File: config.mk
export PLATFORM = sky130hd
export DESIGN_NAME = apb_req_master
export DESIGN_NICKNAME = d
export VERILOG_FILES = /design/src/rtl/apb_req_master.sv
export SDC_FILE = /design/constraint.sdc
export NUM_CORES = 1
export LEC_CHECK = 0
export ABC_AREA = 0
export CAP_MARGIN = 10
export CORE_UTILIZATION = 35
export DETAILED_ROUTE_END_ITERATION = 8
export PLACE_DENSITY = 0.71
export SYNTH_ARGS = -nofsm -noshare
export SYNTH_HDL_FRONTEND = slang
export SYNTH_SLANG_ARGS = --single-unit
File: constraint.sdc
create_clock -name clk_i -period 1.9 [get_ports clk_i]
set_input_delay 0.57 -clock clk_i [delete_from_list [all_inputs] [get_ports clk_i]]
set_output_delay 0.57 -clock clk_i [all_outputs]
set_load 0.05 [all_outputs]
File: src/rtl/apb_req_master.sv
// apb_req_master: turns a valid/ready request channel into single APB transfers, one outstanding.
// Optional ACCESS-phase timeout is built when APB_REQ_MASTER_TIMEOUT_EN is defined.
module apb_req_master #(
   parameter int ADDR_WIDTH     = 32,
   parameter int DATA_WIDTH     = 32,
   parameter int STRB_WIDTH     = DATA_WIDTH / 8,
   parameter int TIMEOUT_CYCLES = 256
) (
   input  logic                  clk_i,
   input  logic                  rst_i,
   input  logic                  req_valid_i,
   output logic                  req_ready_o,
   input  logic [ADDR_WIDTH-1:0] req_addr_i,
   input  logic                  req_write_i,
   input  logic [DATA_WIDTH-1:0] req_wdata_i,
   input  logic [STRB_WIDTH-1:0] req_strb_i,
   input  logic [2:0]            req_prot_i,
   output logic                  rsp_valid_o,
   input  logic                  rsp_ready_i,
   output logic [DATA_WIDTH-1:0] rsp_rdata_o,
   output logic                  rsp_err_o,
   output logic [ADDR_WIDTH-1:0] paddr_o,
   output logic [2:0]            pprot_o,
   output logic                  psel_o,
   output logic                  penable_o,
   output logic                  pwrite_o,
   output logic [DATA_WIDTH-1:0] pwdata_o,
   output logic [STRB_WIDTH-1:0] pstrb_o,
   input  logic                  pready_i,
   input  logic [DATA_WIDTH-1:0] prdata_i,
   input  logic                  pslverr_i
);

   typedef enum logic [1:0] {IDLE, SETUP, ACCESS, RESP} state_t;

   state_t state;

   if ((DATA_WIDTH % 8) != 0 || STRB_WIDTH != DATA_WIDTH / 8) begin : g_bad_width
      $error("apb_req_master: DATA_WIDTH must be a multiple of 8 and STRB_WIDTH = DATA_WIDTH/8");
   end
   if (TIMEOUT_CYCLES < 1) begin : g_bad_timeout
      $error("apb_req_master: TIMEOUT_CYCLES must be at least 1");
   end

   // NOTE: a continuous decode of the state register has no storage path, so it cannot infer a latch.
   assign req_ready_o = (state == IDLE);

`ifdef APB_REQ_MASTER_TIMEOUT_EN
   localparam int CNT_W = $clog2(TIMEOUT_CYCLES + 1);
   localparam logic [CNT_W-1:0] LAST_CYCLE = CNT_W'(TIMEOUT_CYCLES - 1);

   // Counts completed ACCESS cycles; equals LAST_CYCLE during the final allowed one.
   logic [CNT_W-1:0] access_cnt;
   logic             timeout;

   assign timeout = (access_cnt == LAST_CYCLE);
`endif

   // NOTE: every register here uses non-blocking assignment so all state updates on one edge see pre-edge values.
   always_ff @(posedge clk_i) begin
      if (rst_i) begin
         state       <= IDLE;
         psel_o      <= 1'b0;
         penable_o   <= 1'b0;
         pwrite_o    <= 1'b0;
         paddr_o     <= '0;
         pwdata_o    <= '0;
         pstrb_o     <= '0;
         pprot_o     <= '0;
         rsp_valid_o <= 1'b0;
         rsp_rdata_o <= '0;
         rsp_err_o   <= 1'b0;
`ifdef APB_REQ_MASTER_TIMEOUT_EN
         access_cnt  <= '0;
`endif
      end else begin
         case (state)
            IDLE: begin
               if (req_valid_i) begin
                  paddr_o   <= req_addr_i;
                  pwrite_o  <= req_write_i;
                  pprot_o   <= req_prot_i;
                  pwdata_o  <= req_write_i ? req_wdata_i : '0;
                  pstrb_o   <= req_write_i ? req_strb_i : '0;
                  psel_o    <= 1'b1;
                  penable_o <= 1'b0;
                  state     <= SETUP;
               end
            end

            SETUP: begin
               penable_o <= 1'b1;
               state     <= ACCESS;
`ifdef APB_REQ_MASTER_TIMEOUT_EN
               access_cnt <= '0;
`endif
            end

            ACCESS: begin
               // A ready slave wins over an expiring timeout in the same cycle.
               if (pready_i) begin
                  rsp_rdata_o <= pwrite_o ? '0 : prdata_i;
                  rsp_err_o   <= pslverr_i;
                  rsp_valid_o <= 1'b1;
                  psel_o      <= 1'b0;
                  penable_o   <= 1'b0;
                  state       <= RESP;
               end
`ifdef APB_REQ_MASTER_TIMEOUT_EN
               else if (timeout) begin
                  rsp_rdata_o <= '0;
                  rsp_err_o   <= 1'b1;
                  rsp_valid_o <= 1'b1;
                  psel_o      <= 1'b0;
                  penable_o   <= 1'b0;
                  state       <= RESP;
               end else begin
                  access_cnt <= access_cnt + 1'b1;
               end
`endif
            end

            RESP: begin
               if (rsp_ready_i) begin
                  rsp_valid_o <= 1'b0;
                  state       <= IDLE;
               end
            end

            default: state <= IDLE;
         endcase
      end
   end

endmodule
==> run_results.csv <==
group,metric,value,unit
routing,drc_errors,0,
worst_setup_path,start_kind,"flop",
power,p_leak,0.00262,uW
power,p_switching,3240,uW
routing,viasPerCell,4.77,
synthesis,yosys_warnings,0,
grt,gr-total-overflow,0,
sta,max_freq,548,MHz
worst_setup_path,required,1330,ps
worst_setup_path,critPathSlowestCell,"dfxtp_2",
floorplan,die_x,115,um
power,max-vdd-ir-drop,0.00102,V
routing,drtIter0Drc,180,
grt,grt_use_total,0.187,
sta,worstMarginPinSlew,509,ps
synthesis,yosysMostFrequentCell,"nand2_1",
synthesis,syn-cell-area,4480,um^2
synthesis,synthCells,500,
grt,grt_antenna_before_repair,0,
min_path,hold_class,"reg -> reg",
placement,place_inst,857,
worst_setup_path,worstPathMaxFanout,5,
clock_network,cts_tree,"done",
clock_network,numCtsBuffers,9,
synthesis,ys_dominant_reg_cell,"dfxtp_1",
cells_and_area,nets,816,
clock_network,cts.sinks,110,
synthesis,synth_edf_count,0,
sta,finalSetupTns,0,ps
clock_network,h-tree-depth,3,
placement,routabilityCongestion,0.825,
placement,place.detailed.hpwl,9090,um
placement,portBuffers,218,
worst_setup_path,critPathBufInv,2,
cells_and_area,area_growth,51.9,%
synthesis,synthTopCellsByArea,"dfxtp_1, nand2_1, a21oi_1",
routing,drtAntennaViolNets,0,
power,p_int,4920,uW
outcome,status,"finished clean",
cells_and_area,fin_util,0.555,
synthesis,yosysTopAreaCell,"dfxtp_1",
sta,hold_viol,0,
routing,dr_total_vias,4160,
sta,fin_crit_sh,0.961,
power,netSwitchingFraction,0.397,
worst_setup_path,critPathKind,"reg -> out",
synthesis,synth_cell_types,31,
synthesis,synth_common_cells,"nand2_1, dfxtp_1, a21oi_1",
cells_and_area,final-instance-count-excl-fill,873,
floorplan,dieArea,13300,um^2
floorplan,start_util,0.366,
run,drv_cap,0,
cells_and_area,drive_above_1_share,0.284,
sta,timing.final.crit_period,1830,ps
worst_setup_path,crit_chain,"inv_1 > ha_1 > buf_12",
clock_network,clk_latency,340,ps
cells_and_area,antenna_cells,0,
synthesis,async_reset_ff_frac,0,
power,clkPwrFrac,0.229,
routing,drtPass1Iterations,4,
power,p_comb_frac,0.425,
clock_network,cts.clk_slew.worst_paths,70,ps
routing,wl,12600,um
clock_network,root_buffer,"clkbuf_16",
synthesis,seq_area_frac_synth,0.491,
power,total_power,8170,uW
floorplan,die_h,115,um
sta,slew_headroom,0.661,
worst_setup_path,max_stage_delay,370,ps
sta,setup_viol_count_final,0,
floorplan,ios,219,
synthesis,synth.avg_cell_area,8.97,um^2
grt,grt_max_degree,59,
power,seq_power_share,0.346,
synthesis,synth_seq_cells,110,
grt,grt_first_pass_wirelength,19300,um
routing,avgRoutedWirePerCell,14.5,um
sta,finClkSkew,9.39,ps
clock_network,cts_buffer_depth,2,
floorplan,num_rows,40,
synthesis,synth.top_cell.area_share,0.491,
synthesis,syn_nets,616,
worst_setup_path,arrival,1260,ps
worst_setup_path,cp_top_family,"flip-flops",
sta,maxSlewViolCount,0,
clock_network,post_cts_buffers,0,
power,power_per_cell_area,1200,nW/um^2
sta,rsz0062_at_grt,"no",
clock_network,hold_buffers,0,
floorplan,core,12300,um^2
worst_setup_path,endpoint_kind,"output port",
grt,grt_pass1_vias,4019,
## metal layers
layer / global-route usage / up-vias / share of wire / routed length [um]
met5: 0 / - / 0 / 0
met1: 0.204 / 1934 / 0.41 / 5200
met3: 0.0538 / 20 / 0.071 / 903
met2: 0.335 / 144 / 0.49 / 6250
li1: - / 2062 / - / -
met4: 0.0857 / 0 / 0.023 / 295
## cell type report
cell class | count | area (um^2)
Fill cell | 1129 | 5450
Sequential cell | 110 | 2200
Timing Repair Buffer | 230 | 2120
Multi-Input combinational cell | 345 | 1970
Clock buffer | 13 | 250
Tap cell | 168 | 210
Clock inverter | 3 | 43.8
Inverter | 4 | 15.0
## tightest hold or removal path, stage by stage (launching register included)
cell and delay (ps):
dfxtp_1 310, nand2_1 50, a21oi_1 50
## state kept, by name, summed over array words and instances, names as in the netlist
signal and flops:
rsp_rdata_o 32, pprot_o 3, pwrite_o 1, pstrb_o 4, state 2, rsp_valid_o 1, penable_o 1, paddr_o 32
psel_o 1, pwdata_o 32, rsp_err_o 1
## per-stage QoR
stage | setup slack (ps) | area [um^2] | hold WS, ps
2_1_floorplan | 419 | 4480 | 483
3_3_place_gp | 96.5 | 6510 | 440
3_5_place_dp | 44.9 | 6510 | 443
4_1_cts | 16.8 | 6810 | 454
5_1_grt | 23.1 | 6810 | 468
6_report | 73.6 | 6810 | 452
## final timing paths
path         slack (ps)  cells past startpoint            start               to
max                  70                      3         state[0]      req_ready_o
min                 450                      2  rsp_rdata_o[10]  rsp_rdata_o[10]
max reg2reg         370                      5         state[0]         state[1]
min reg2reg         450                      2  rsp_rdata_o[10]  rsp_rdata_o[10]
## timing repair
action	CTS	global route
resized for setup	1	1
cloned	0	0
endpoints found under the setup margin	1	1
## cell families after synthesis
group,count (synthesis),share of synthesized area
AO/OA/AOI/OAI,114,0.157
adder cells (fa/ha/maj),6,0.0167
buffers and inverters,45,0.0703
flip-flops,110,0.491
multiplexers,1,0.00223
AND/OR/NAND/NOR,224,0.263
## placed cells by master, fill, tap and decap left out
cell type	Yosys	layout
nand2b_1	1	1
buf_2	15	1
nand2_1	147	146
o41ai_1	1	1
buf_4	3	112
nor3_1	1	1
nand2_2	0	1
o21a_1	1	1
clkbuf_1	11	3
clkbuf_8	0	1
nand3b_1	32	32
nor2b_1	3	3
and2_4	1	1
mux2i_1	1	1
a21oi_2	30	30
or3_1	1	1
o21ai_0	1	1
o211a_1	1	1
clkinv_2	0	1
dfxtp_1	110	108
a21boi_0	1	1
clkbuf_16	0	9
nand3_1	6	6
dfxtp_2	0	2
bufinv_16	0	1
ha_1	6	6
clkdlybuf4s50_1	0	107
inv_1	4	4
a21oi_1	77	77
buf_12	3	10
clkinv_4	0	1
o311ai_1	1	1
nor2_1	1	1
and2_1	1	1
nand3_2	30	30
o21bai_1	1	1
## power by group through the flow
stage / Clock [uW] / Combinational (uW) / Sequential [uW]
6_report: 1870 / 3470 / 2830
5_1_grt: 2030 / 3690 / 2860
4_1_cts: 1920 / 3500 / 2830
3_5_place_dp: 0 / 3490 / 2870
3_3_place_gp: 0 / 3430 / 2850
2_1_floorplan: 0 / 1420 / 3900
Note: power is estimated with default switching activity, not from simulation.
==> variant 1 (same flow settings) <==
`ADDR_WIDTH`: 32 -> 48.
--- a/src/rtl/apb_req_master.sv
+++ b/src/rtl/apb_req_master.sv
@@ -3,3 +3,3 @@
 module apb_req_master #(
-   parameter int ADDR_WIDTH     = 32,
+   parameter int ADDR_WIDTH     = 48,
    parameter int DATA_WIDTH     = 32,
Ports: changed (resized paddr_o and req_addr_i); port bits go from 219 to 251. The function was not compared with the original's and may differ.
==> variant 1 against the original RTL <==
  * Area after synthesis grew 4.3%
  * Total power grew 29%
  * Worst setup slack improved by 0.011 ns
  * Count of clock-buffer cells in the layout grew 14
  * Via count is 17% higher
  * Clock power grew 80%
  * Routed wire length increased by 15%
  * Sequential cell count rose by 16
  * Design area increased by 13%
  * Largest cell class unchanged
==> variant 1: results (changes against the original RTL) <==
Outcome
  – Status: finished, final reports clean

Clock network
  – Htree depth: 4 (+1)
  – Longest Clk Path Bufs: 2 (unchanged)
  – Clk Latency, worst-skew pair: 0.41 ns (+0.07 ns)
  – Inserted Clock Buffers: 17 (+8)
  – Worst-path clk slew: 0.05 ns (-0.02 ns)

Logic synthesis
  – Yosys cell types: 26 (-16%)
  – Most frequent cells after synthesis: 179 x nand2_1, 126 x dfxtp_1, 123 x a21oi_1, 36 x nand3_1, 32 x nand3b_1
  – Syn Nets: 702 (+14%)
  – Ranking of synthesized cells by area: dfxtp_1 54%, nand2_1 14%, a21oi_1 13%
  – Sequential area share after synthesis: 54.0% (+4.8 points)
  – Seq cells post-synth: 126 (+15%)

Placement
  – IO buf count: 250 (+15%)
  – Placer Congestion: 0.787 (-4.6%)
  – Dpl hpwl: 10100 µm (+12%)

Layout
  – Multi-input logic cell count: 393 (+14%)
  – CLK BUF: 27 (+14)
  – Multi-input logic portion of the cell area: 24.8% (-4.1 points)
  – Clock buf/inv share: 8.10% (+3.8 points)
  – Fill count: 1143 (+1.2%)
  – Nonclk buf count: 263 (+14%)
  – Seq/total area: 32.8% (+0.44 points)
  – Largest registers: paddr_o: 48 flops, pwdata_o: 32 flops, rsp_rdata_o: 32 flops
  – Signal buf overhead: 31.3% (+0.23 points)
  – Nets: 937 (+15%)
  – Share of cells above drive strength 1: 21.0% (-7.3 points)

Route
  – Metal3 WL: 1070 µm (+19%)
  – Drt total wl: 14500 µm (+15%)
  – DR iter-0 viols: 189 (+5.0%)
  – WL met1: 5870 µm (+13%)
  – Vias/cell: 4.90 (+2.8%)
  – Routed wl met2: 7140 µm (+14%)

Pwr
  – Clock power share: 32.0% (+9.1 points)
  – Leak pwr: 3.10 nW (+18%)
  – Sequential power share: 31.1% (-3.5 points)
  – Peak supply drop: 0.710 mV (-31%)
  – Net Sw Frac: 36.7% (-3.0 points)

Worst setup path
  – R2r setup slk: 0.39 ns (+0.02 ns)
  – Crit path max-delay family: flip-flops
  – R2R Path End: penable_o$_SDFFE_PP0P_
  – Worst EP arrival: 1.25 ns

Global routing
  – Met2 Track Usage GR: 36.5% (+3.0 points)
  – Met3 usage: 6.40% (+1.0 points)
  – Largest net degree at the start of global routing: 67 (+14%)
  – First-pass GRT wire length: 23700 µm (+22%)
  – Met1 Track Usage GR: 23.9% (+3.5 points)
  – Total global-route track usage: 21.4% (+2.7 points)
  – Vias in the first global route: 4818 (+20%)

Hold path
  – Worst Hold Launch: pwdata_o[5]$_SDFFE_PP0P_
  – Worst Hold Endpoint: pwdata_o[5]$_SDFFE_PP0P_

Timing
  – Clk_skew: 0.00494 ns (-0.00445 ns)
  – Worst-Margin Slew: 0.578 ns (+0.0683 ns)
variant 1: per-stage QoR:
step	total power [mW]	hold slack [ns]	std cells	worst slack (ns)	instance area (µm²)
floorplan	5.85	0.483	570	0.419	4670
global placement	7.12	0.439	958	0.0800	7070
detailed placement	7.21	0.444	958	0.0496	7070
CTS	10.6	0.451	990	0.0161	7690
global route	11.0	0.464	990	0.0351	7690
finish	10.5	0.448	990	0.0849	7690
variant 1: kinds of logic (layout without fill, tap and decap cells):
kind of cell               Yosys count  count (layout)  synth area share (%)
AOI/OAI and AO/OA                  130             130                  14.3
muxes                                1               1                 0.214
DFF                                126             126                  54.0
and+or+nand+nor                    256             256                  24.5
buffers and inverters               51             299                  5.38
adders and majority gates            6               6                  1.61
variant 1: worst reg2reg max path: stages, from the launching register on:
cell and delay, ns:
dfxtp_2 0.37, inv_1 0.09, ha_1 0.26, nor2b_1 0.18
o311ai_0 0.34, o41ai_1 0.13
==> variant 2 (config.mk and constraints unchanged) <==
Without the edit above. Re-encode `state_t` (4 states) as one-hot, 4 bits wide.
--- a/src/rtl/apb_req_master.sv
+++ b/src/rtl/apb_req_master.sv
@@ -33,3 +33,3 @@
 
-   typedef enum logic [1:0] {IDLE, SETUP, ACCESS, RESP} state_t;
+   typedef enum logic [3:0] {IDLE = 4'b0001, SETUP = 4'b0010, ACCESS = 4'b0100, RESP = 4'b1000} state_t;
 
Check against the original RTL: same outputs for any inputs over 4 cycles, from zero or initial values and one cycle with rst_i high; so few cycles prove little.
==> variant 2 against the original RTL <==
  * Area after synthesis grew 0.95%
  * Core utilization shrank 1.4 points
  * The run now ends with setup timing left
  * Design area grew 0.29%
  * Critical path type unchanged
  * Worst setup slack lost 0.19 ns
  * Critical endpoint unchanged
  * Routed wire length grew 15%
  * Sequential cell count grew 2
  * Cell count grew 1.4%
  * Hold slack gained 0.011 ns
Power is not compared: it rests on default switching activity, and its combinational part moved more than twofold at a synthesized area within 25%.
==> variant 2: results (changes against the original RTL) <==
Worst setup path
  – Worst EP arrival: 1.45 ns (+0.19 ns)
  – Critical path peak fanout: 2 (-3)
  – Slowest CP cell: or4b_4

Timing
  – Post-route setup slack: -0.116 ns (-0.190 ns)
  – Achievable clock frequency: 496 MHz (-9.4%)
  – Setup violations, final: 1 (+1)

Layout
  – Multi-input logic cell count: 343 (-0.58%)
  – Nonclk buf count: 239 (+3.9%)
  – Sequential cell area: 2240 µm² (+1.8%)
  – Nets: 822 (+0.74%)
  – Fill count: 1135 (+0.53%)
  – CLK BUF: 10 (-3)
  – Area occupied by multi-input gates: 1950 µm² (-1.0%)
  – Clock buf/inv share: 3.65% (-0.67 points)
  – Nonclk inv count: 7 (+3)

Logic synthesis
  – Yosys cell types: 30 (-3.2%)
  – Sequential area share after synthesis: 49.5% (+0.42 points)
  – Avg Inst Size Synth: 8.57 µm² (-4.4%)
  – Syn Nets: 638 (+3.6%)
  – Most frequent cells after synthesis: 112 x dfxtp_1, 107 x a21oi_1, 92 x o21ai_0, 49 x clkbuf_1, 37 x nand3_1

Route
  – Drt wl/cell: 16.4 µm (+13%)
  – Vias/cell: 5.42 (+14%)
  – DR iter-0 viols: 534 (+200%)
  – Metal3 WL: 1220 µm (+35%)

Global routing
  – Total global-route track usage: 20.7% (+2.0 points)
  – Met2 Track Usage GR: 33.8% (+0.36 points)
  – First-pass GRT wire length: 21900 µm (+13%)
  – Met1 Track Usage GR: 26.0% (+5.6 points)

Placement
  – Dpl hpwl: 9610 µm (+5.7%)
  – Placed cells: 872 (+1.8%)
  – Placer Congestion: 0.742 (-10%)

Outcome
  – Status: finished with violations
  – Failing checks: setup timing
## variant 2: worst paths after layout
kind	startpoint	cells past startpoint	slack [ns]	to
setup / recovery	state[2]$_SDFFE_PP0P_	3	-0.12	req_ready_o
hold / removal	psel_o$_SDFFE_PP0P_	2	0.46	psel_o$_SDFFE_PP0P_
setup reg to reg	state[2]$_SDFFE_PP0P_	4	0.11	pwdata_o[27]$_SDFFE_PP0P_
hold reg to reg	psel_o$_SDFFE_PP0P_	2	0.46	psel_o$_SDFFE_PP0P_
## variant 2: cell families after synthesis
logic type / synth area share, %
AOI/OAI and AO/OA: 24.7
xor gates and xnor gates: 0.194
buffers and inverters: 7.74
DFF: 49.5
and+or+nand+nor: 17.9
## variant 2: power by group through the flow
stage / clock, mW / combinational, mW / sequential [mW]
finish: 1.68 / 1.36 / 2.51
global route: 1.83 / 1.44 / 2.51
CTS: 1.73 / 1.35 / 2.51
detailed placement: 0 / 1.34 / 2.56
global placement: 0 / 1.33 / 2.55
floorplan: 0 / 0.503 / 2.90
## variant 2: critical path: cells and delay by family, from the launching register on
kind	cells	cell delay, ns
DFF	1	0.32
buffers and inverters	2	0.22
and+or+nand+nor	1	0.57
## variant 2: through the flow
| step | instance area, µm² | hold slack, ns | power [mW] | worst slack (ns) |
|---|---|---|---|---|
| 6_report | 6830 | 0.463 | 5.54 | -0.116 |
| 3_5_place_dp | 6560 | 0.457 | 3.90 | -0.0556 |
| 2_1_floorplan | 4540 | 0.463 | 3.41 | 0.0101 |
| 4_1_cts | 6820 | 0.466 | 5.59 | -0.143 |
| 5_1_grt | 6830 | 0.477 | 5.78 | -0.149 |
| 3_3_place_gp | 6560 | 0.445 | 3.88 | 0.00982 |
